## src/rtl/pdm_serializer.sv

```systemverilog
// PDM transmit serializer: double-buffered words are shifted out MSB-first on a
// self-generated bit clock. An idle 1010 pattern is sent whenever no word is available.
module pdm_serializer #(
  parameter int WORD_LENGTH        = 16,
  parameter int SYSTEM_FREQUENCY   = 100000000,
  parameter int SAMPLING_FREQUENCY = 1000000
) (
  input  logic                   clock_i,
  input  logic                   reset_n_i,
  input  logic                   enable_i,
  input  logic [WORD_LENGTH-1:0] data_i,
  input  logic                   valid_i,
  output logic                   ready_o,
  output logic                   word_done_o,
  output logic                   underrun_o,
  input  logic                   clear_i,
  output logic                   pdm_clk_o,
  output logic                   pdm_data_o,
  output logic                   audio_sd_o
);

  localparam int HALF = (SYSTEM_FREQUENCY / SAMPLING_FREQUENCY) / 2;
  localparam int CW   = (HALF > 1) ? $clog2(HALF) : 1;
  localparam int BW   = (WORD_LENGTH > 1) ? $clog2(WORD_LENGTH) : 1;
  localparam logic [CW-1:0] LAST_COUNT = CW'(HALF - 1);
  localparam logic [BW-1:0] LAST_BIT   = BW'(WORD_LENGTH - 1);

  logic [CW-1:0]          count;
  logic [BW-1:0]          bits_left;
  logic [WORD_LENGTH-1:0] hold;
  logic [WORD_LENGTH-1:0] shifter;
  logic                   hold_full;
  logic                   started;
  logic                   idle_phase;
  logic                   pdm_clk;
  logic                   pdm_data;
  logic                   word_done;
  logic                   underrun;
  logic                   audio_sd;

  logic tick;
  logic bit_event;
  logic accept;
  logic starve;

  // Bit events happen on the falling edge of the bit clock, so data is centred on rising edges.
  assign tick      = enable_i && (count == LAST_COUNT);
  assign bit_event = tick && pdm_clk;
  assign ready_o   = enable_i & ~hold_full;
  assign accept    = valid_i & ready_o;
  assign starve    = bit_event && (bits_left == '0) && !hold_full;

  always_ff @(posedge clock_i or negedge reset_n_i) begin
    if (!reset_n_i) begin
      count      <= '0;
      bits_left  <= '0;
      hold       <= '0;
      shifter    <= '0;
      hold_full  <= 1'b0;
      started    <= 1'b0;
      idle_phase <= 1'b0;
      pdm_clk    <= 1'b0;
      pdm_data   <= 1'b0;
      word_done  <= 1'b0;
      underrun   <= 1'b0;
      audio_sd   <= 1'b0;
    end else if (!enable_i) begin
      // Disabling discards any buffered word; only the sticky underrun flag survives.
      count      <= '0;
      bits_left  <= '0;
      hold_full  <= 1'b0;
      started    <= 1'b0;
      idle_phase <= 1'b0;
      pdm_clk    <= 1'b0;
      pdm_data   <= 1'b0;
      word_done  <= 1'b0;
      audio_sd   <= 1'b0;
      if (clear_i) begin
        underrun <= 1'b0;
      end
    end else begin
      audio_sd  <= 1'b1;
      word_done <= 1'b0;

      if (tick) begin
        count   <= '0;
        pdm_clk <= ~pdm_clk;
      end else begin
        count <= count + CW'(1);
      end

      if (accept) begin
        hold      <= data_i;
        hold_full <= 1'b1;
      end

      // accept needs hold empty and a load needs hold full, so they never collide.
      if (bit_event) begin
        if (bits_left != '0) begin
          pdm_data  <= shifter[WORD_LENGTH-1];
          shifter   <= shifter << 1;
          bits_left <= bits_left - BW'(1);
          word_done <= (bits_left == BW'(1));
        end else if (hold_full) begin
          pdm_data  <= hold[WORD_LENGTH-1];
          shifter   <= hold << 1;
          bits_left <= LAST_BIT;
          hold_full <= 1'b0;
          started   <= 1'b1;
          word_done <= (WORD_LENGTH == 1);
        end else begin
          pdm_data   <= idle_phase;
          idle_phase <= ~idle_phase;
        end
      end

      if (starve && started) begin
        underrun <= 1'b1;
      end else if (clear_i) begin
        underrun <= 1'b0;
      end
    end
  end

  assign pdm_clk_o   = pdm_clk;
  assign pdm_data_o  = pdm_data;
  assign word_done_o = word_done;
  assign underrun_o  = underrun;
  assign audio_sd_o  = audio_sd;

endmodule

```

## config.mk

```make
export PLATFORM = sky130hd
export DESIGN_NAME = pdm_serializer
export DESIGN_NICKNAME = d
export VERILOG_FILES = /design/src/rtl/pdm_serializer.sv
export SDC_FILE = /design/constraint.sdc
export NUM_CORES = 1
export LEC_CHECK = 0
export CAP_MARGIN = 25
export CORE_MARGIN = 2
export CORE_UTILIZATION = 30
export CTS_CLUSTER_DIAMETER = 60
export DETAILED_ROUTE_END_ITERATION = 10
export PLACE_DENSITY_LB_ADDON = 0.1
export SLEW_MARGIN = 20
export SYNTH_ARGS = -nofsm -noshare
export SYNTH_HDL_FRONTEND = slang
export SYNTH_SLANG_ARGS = --single-unit
export TNS_END_PERCENT = 100
```

## constraint.sdc

```tcl
create_clock -name clock_i -period 2.85 [get_ports clock_i]
set_clock_uncertainty 0.05 [all_clocks]
set_input_delay 0.285 -clock clock_i [delete_from_list [all_inputs] [get_ports clock_i]]
set_output_delay 0.285 -clock clock_i [all_outputs]
set_load 0.05 [all_outputs]
```

==> results.sh, run 1 <==
export IMPL_status="complete, no violations"
export IMPL_setup_viol=0
export IMPL_crit_type="flop to flop"
export IMPL_p_leak_nw=1.224
export IMPL_wl_met3_um=163
export IMPL_dpl_cell_count=303
export IMPL_ant_nets=0
export IMPL_cellPowerDensity_nw_per_um2=479.2
export IMPL_wl_per_cell_um=14.60
export IMPL_relSlewSlack_pct=54.96
export IMPL_dp_hpwl_mm=3.269
export IMPL_post_route_util_pct=37.01
export IMPL_drv_slew=0
export IMPL_worst_path_max_delay_cell="dfrtp_1"
export IMPL_avgSynthCellArea_um2=13.44
export IMPL_yosys_warnings=0
export IMPL_clock_latency_ns=0.30
export IMPL_clock_fmax_ghz=0.4621
export IMPL_routedLengthMet1_mm=2.135
export IMPL_grt_use_total_pct=11.52
export IMPL_required_ns=2.99
export IMPL_ir_drop_mv=0.2074
export IMPL_crit_fanout=15
export IMPL_switching_share_pct=23.12
export IMPL_p_switching_mw=0.3152
export IMPL_cts_tree="yes"
export IMPL_grt_max_degree=31
export IMPL_crit_buf_inv=2
export IMPL_cts_num_sinks=49
export IMPL_drt_iter0_drc=82
export IMPL_max_slew_worst_pin_slew_ns=0.6756
export IMPL_seq_power_share_pct=56.5
export IMPL_fin_crit_sh_pct=75.94
export IMPL_portBuffers=26
export IMPL_final_cells=312
export IMPL_dr_pass1_iters=4
export IMPL_top_layer_used="met4"
export IMPL_synth_xor_area_share_pct=1.111
export IMPL_ys_seq_area_share_pct=51.82
export IMPL_cp_end_kind="flop"
export IMPL_grt_pass1_vias=1595
export IMPL_nNetsFinal=235
export IMPL_max_cap_viol_count=0
export IMPL_rsz0062_at_grt="false"
export IMPL_power_internal_mw=1.048
export IMPL_synth_edf_count=0
export IMPL_critPathLaunchType="flop"
export IMPL_cts_resized=0
export IMPL_core_um2=7687
export IMPL_cp_cell_sequence="inv_1 > ha_1 > nand3b_1 > nor3_2 > buf_4 > mux2_2"
export IMPL_synth_simple_area_share_pct=9.254
export IMPL_synth_fa_ha_area_share_pct=2.644
export IMPL_cts_buffers=5
export IMPL_routed_wl_mm=4.554
export IMPL_synth_mux_area_share_pct=23.85
export IMPL_hold_path_class="flop to flop"
export IMPL_wl_met2_mm=2.184
export IMPL_clk_pin_slew_worst_paths_ns=0.09
export IMPL_synthDistinctLibCells=44
export IMPL_drc_errors=0
export IMPL_rows=32
export IMPL_grt_pass1_wl_mm=7.803
export IMPL_async_reset_ff_share_pct=100.0
export IMPL_area_growth_syn_to_layout_pct=20.25
export IMPL_viasPerCell=4.760
export IMPL_diodes=0
export IMPL_die_w_um=92.81
export IMPL_die_h_um=92.81
export IMPL_htreeDepth=2
export IMPL_critPathTopFamily="simple AND/OR/NAND/NOR gates"
export IMPL_pwr_share_comb_pct=12.6
export IMPL_fin_crit_ns=2.164
export IMPL_clockBufferDepth=2
export IMPL_drive_above_1_share_pct=32.86
export IMPL_dieArea_um2=8613
export IMPL_finalHoldViolations=0
export IMPL_max_stage_delay_ns=0.41
export IMPL_grt_overflow_total=0
export IMPL_synth_top_family_by_area="multiplexers"
export IMPL_tns_ns=0
export IMPL_io_pins=27
export IMPL_antenna_found_initial=0
export IMPL_syn_num_nets=202
export IMPL_synth_compound_area_share_pct=7.668
export IMPL_ys_ff_latch=49
export IMPL_start_util_pct=30.78
export IMPL_place_gp_congestion=0.7239
export IMPL_crit_arrival_ns=2.30
export IMPL_synth_area_um2=2366
export IMPL_synth_top_flop_cell="dfrtp_1"
export IMPL_clockRootBuffer="clkbuf_8"
export IMPL_vias=1485
export IMPL_pwr_share_clk_pct=30.9
export IMPL_synth_cells=176
==> synthesized netlist by cell type, drive strengths merged (2+ instances only) <==
master / instances / area (um2)
or3: 3 / 20.02
nand2b: 2 / 12.51
mux2: 45 / 544.3
nand2: 8 / 30.03
o31ai: 2 / 15.01
mux2i: 2 / 20.02
clkbuf: 3 / 11.26
nand3: 3 / 15.01
nor3: 3 / 20.02
nor2b: 2 / 12.51
nor2: 6 / 22.52
o221a: 2 / 22.52
inv: 7 / 26.28
o41ai: 2 / 17.52
nand3b: 2 / 15.01
o21ai: 4 / 20.01
dfrtp: 49 / 1226
xor2: 2 / 17.52
ha: 5 / 62.56
o311ai: 2 / 17.52
a21oi: 2 / 10.01
buf: 5 / 48.80
o32ai: 2 / 17.52
==> sequential cells by signal, summed over array words and instances (netlist names) <==
name         flops
pdm_data_o       1
word_done_o      1
pdm_clk_o        1
idle_phase       1
bits_left        4
hold_full        1
underrun_o       1
audio_sd_o       1
count            6
started          1
shifter         15
hold            16
==> repair_timing <==
item	CTS	global route
buffers inserted	0	0
hold buffers	1	0
hold endpoints to repair	15	0
setup endpoints to repair	0	0
==> worst register-to-register path: cells and delay by family, from the launching register on <==
kind,cells,cell delay (ns)
mux,1,0.38
fa+ha+maj,1,0.15
buf+inv,2,0.36
simple gates,2,0.71
flops,1,0.41
==> cell type report <==
type                    count  area, um2
well taps                 102      127.6
clock inverters             2      13.76
fillers                   754       4842
repair buffers             34      315.3
inverters                   7      26.28
multi-input cells         112       1054
clock buffers               6      82.58
flip-flops and latches     49       1226
==> layer usage <==
layer,vias to the layer above,GRT usage [%]
met5,-,0
met4,0,4.167
met3,8,3.417
met2,25,17.75
met1,741,15.35
li1,711,-
==> path summary, 6_finish.rpt <==
kind,start,end,slack (ns),cells after the start
min,started,started,0.45,2
max,count[1],shifter[4],0.69,6
min reg2reg,started,started,0.45,2
max reg2reg,count[1],shifter[4],0.69,6
max in group asynchronous,reset_n_i,hold[7],1.62,3
min in group asynchronous,reset_n_i,underrun_o,0.50,2
==> cell usage in the layout, fill, tap and decap left out, drive strengths merged <==
cell type	Yosys	routed
nor4b	1	1
clkdlybuf4s50	0	24
mux2i	2	2
buf	5	9
nor2b	2	2
o311ai	2	2
o211ai	1	1
dlygate4sd3	0	1
or2	1	1
clkbuf	3	6
nand2	8	8
nand4b	1	1
nor3	3	3
ha	5	5
xor2	2	2
xnor2	1	1
o41a	1	1
nor3b	1	1
nor4	1	1
mux2	45	45
nand3b	2	2
o32ai	2	2
inv	7	7
or3b	1	1
a31oi	1	1
o31ai	2	2
o21ai	4	4
nand3	3	3
o221a	2	2
a21oi	2	2
nand2b	2	2
o41ai	2	2
a2111oi	1	1
dfrtp	49	49
o221ai	1	1
or4b	1	1
nor2	6	6
clkinv	0	2
or3	3	3
==> power by group through the flow <==
stage	Combinational, mW	Clock [mW]	Sequential [mW]
final	0.172	0.421	0.771
after global routing	0.191	0.473	0.778
after CTS	0.176	0.444	0.771
after detailed placement	0.174	0	0.785
after global placement	0.168	0	0.784
after floorplan	0.111	0	0.776
==> kinds of logic after synthesis <==
| family | count (synthesis) |
|---|---|
| compound gates | 21 |
| xor+xnor | 3 |
| fa+ha+maj | 5 |
| buf+inv | 15 |
| flops | 49 |
| mux | 47 |
| simple gates | 36 |
==> metrics by stage <==
step                      hold WS [ns]  power, mW  setup WS [ns]  cell area, um2
after global placement          0.3126     0.9520         0.7483            2739
after global routing            0.4702      1.442         0.5326            2845
after detailed placement        0.3300     0.9592         0.6954            2739
after CTS                       0.4533      1.391         0.6840            2845
after floorplan               -0.06059     0.8866         0.5211            2366
final                           0.4508      1.364         0.6857            2845
Note: power is estimated with default switching activity, not from simulation.
==> run 2, diff against run 1 <==
Clock period 2.85 ns to 2.2 ns, I/O delays scaled along.
==> run 2 against run 1 <==
Effect of this change: core utilization rose by 0.80 points; clock power rose by 29%; count of clock-buffer cells in the layout did not move; die area did not move; critical path type unchanged.
==> results.sh, run 2 (synthesis gave the netlist of run 1 again) <==
export IMPL_fin_crit_ns=2.122
export IMPL_top_regs="hold x16, shifter x15, count x6"
export IMPL_r2r_end="shifter[14]"
export IMPL_grt_pass1_wl_mm=7.831
export IMPL_drive_above_1_share_pct=34.11
export IMPL_htreeDepth=2
export IMPL_hold_path_class="primary input to async pin"
export IMPL_viasPerCell=4.725
export IMPL_cellPowerDensity_nw_per_um2=609.2
export IMPL_die_w_um=92.81
export IMPL_p_leak_nw=1.238
export IMPL_finalHoldViolations=0
export IMPL_crit_buf_inv=2
export IMPL_grt_pass1_vias=1543
export IMPL_worst_path_max_delay_cell="dfrtp_1"
export IMPL_nNetsFinal=239
export IMPL_drt_iter0_drc=23
export IMPL_dr_pass1_iters=4
export IMPL_crit_fanout=19
export IMPL_routed_wl_mm=4.608
export IMPL_top_register="hold"
export IMPL_grt_max_degree=25
export IMPL_relSlewSlack_pct=61.23
export IMPL_core_um2=7687
export IMPL_max_slew_worst_pin_slew_ns=0.5815
export IMPL_die_h_um=92.81
export IMPL_portBuffers=26
export IMPL_post_route_util_pct=37.81
export IMPL_tns_ns=0
export IMPL_fillers=769
export IMPL_fin_area_um2=2907
export IMPL_start_util_pct=30.78
export IMPL_clock_fmax_ghz=0.4714
export IMPL_max_cap_viol_count=0
export IMPL_drc_errors=0
export IMPL_ir_drop_mv=0.2743
export IMPL_wl_per_cell_um=14.58
export IMPL_ant_nets=0
export IMPL_cts_num_sinks=49
export IMPL_rsz0062_at_grt="false"
export IMPL_reg2regPathDepth=6
export IMPL_fin_crit_sh_pct=96.43
export IMPL_diodes=0
export IMPL_whs_ns=0.3837
export IMPL_place_area_um2=2809
export IMPL_final_cell_mix="dfrtp_1, mux2_2, clkdlybuf4s50_1, mux2_4, buf_4"
export IMPL_cts_tree="yes"
export IMPL_critPathTopFamily="multiplexers"
export IMPL_area_growth_syn_to_layout_pct=22.85
export IMPL_required_ns=2.34
export IMPL_cts_buffers=5
export IMPL_grt_overflow_total=0
export IMPL_final_common_cell="dfrtp_1"
export IMPL_io_pins=27
export IMPL_clk_pin_slew_worst_paths_ns=0.10
export IMPL_place_gp_congestion=0.7549
export IMPL_vias=1493
export IMPL_crit_top_cell="mux2_4"
export IMPL_status="complete, no violations"
export IMPL_grt_use_total_pct=11.72
export IMPL_rows=32
export IMPL_worst_r2r_setup_slack_ns=0.08
export IMPL_dieArea_um2=8613
export IMPL_clock_latency_ns=0.30
export IMPL_antenna_found_initial=0
export IMPL_clockBufferDepth=2
export IMPL_cp_end_kind="flop"
export IMPL_dp_hpwl_mm=3.178
export IMPL_drv_slew=0
export IMPL_crit_arrival_ns=2.27
export IMPL_setup_viol=0
export IMPL_clockRootBuffer="clkbuf_8"
export IMPL_max_stage_delay_ns=0.43
export IMPL_crit_type="flop to flop"
export IMPL_cp_cell_sequence="inv_1 > ha_1 > or3b_1 > buf_12 > mux2_4 > mux2_4"
export IMPL_largest_register_ffs=16
export IMPL_critPathLaunchType="flop"
export IMPL_rr_startpoint="bits_left[1]"
==> run 2: changes by cell type in the layout (fill, tap and decap cells not counted) <==
cell,previous run,this run
nor2b_1,2,1
buf_4,8,9
buf_12,0,3
clkinvlp_4,0,2
clkbuf_1,0,1
clkbuf_8,6,5
clkinv_2,1,0
nor2b_2,0,1
clkinv_4,1,0
==> run 2: report_power, final <==
group	total, mW	switching (mW)	internal [mW]
sequential	1.00	0.0391	0.962
combinational	0.228	0.0811	0.147
clock	0.542	0.317	0.225
==> run 2: per-layer routing <==
layer  up-vias  global-route usage, %  part of all wire (%)
li1        708                      -                     -
met1       750                  16.41                    49
met2        30                  17.21                    45
met3         5                  3.499                   4.3
met4         0                  4.044                   1.5
met5         -                      0                     0
==> run 2: stage by stage <==
step                      instances  setup slack, ns  power (mW)
after global placement          307           0.1878       1.245
after floorplan                 176           0.1489       1.149
final                           316          0.07850       1.771
after global routing            316          0.01576       1.876
after detailed placement        307           0.1042       1.253
after CTS                       316          0.09054       1.815
==> run 2: worst reg2reg max path, stage by stage (launching register included) <==
cell and delay, ns:
dfrtp_1 0.43, inv_1 0.13, ha_1 0.25, or3b_1 0.41, buf_12 0.18, mux2_4 0.31, mux2_4 0.26
==> run 2: worst max path at each step <==
stage               depth (start not counted)          from     endpoint  slack (ns)
floorplan                                   7  bits_left[0]  shifter[10]        0.15
global placement                            6  bits_left[1]  shifter[12]        0.19
detailed placement                          6  bits_left[1]  shifter[11]        0.10
CTS                                         6  bits_left[1]  shifter[11]        0.09
global route                                6  bits_left[1]  shifter[12]        0.02
finish                                      6  bits_left[1]  shifter[14]        0.08
==> run 2: final cells by class <==
cell class	instances	area [um2]	area share, %
Clock buffer	6	72.57	2.497
Clock inverter	2	15.01	0.5166
Inverter	7	26.28	0.9040
Multi-Input combinational cell	112	1056	36.33
Sequential cell	49	1226	42.19
Tap cell	102	127.6	4.391
Timing Repair Buffer	38	382.9	13.17
==> run 2: timing repair <==
item | 4_1_cts | 5_1_grt
gates resized for setup | 0 | 0
buffers inserted | 0 | 0
hold endpoints to repair | 22 | 0
hold buffers | 1 | 0
setup endpoints to repair | 0 | 0
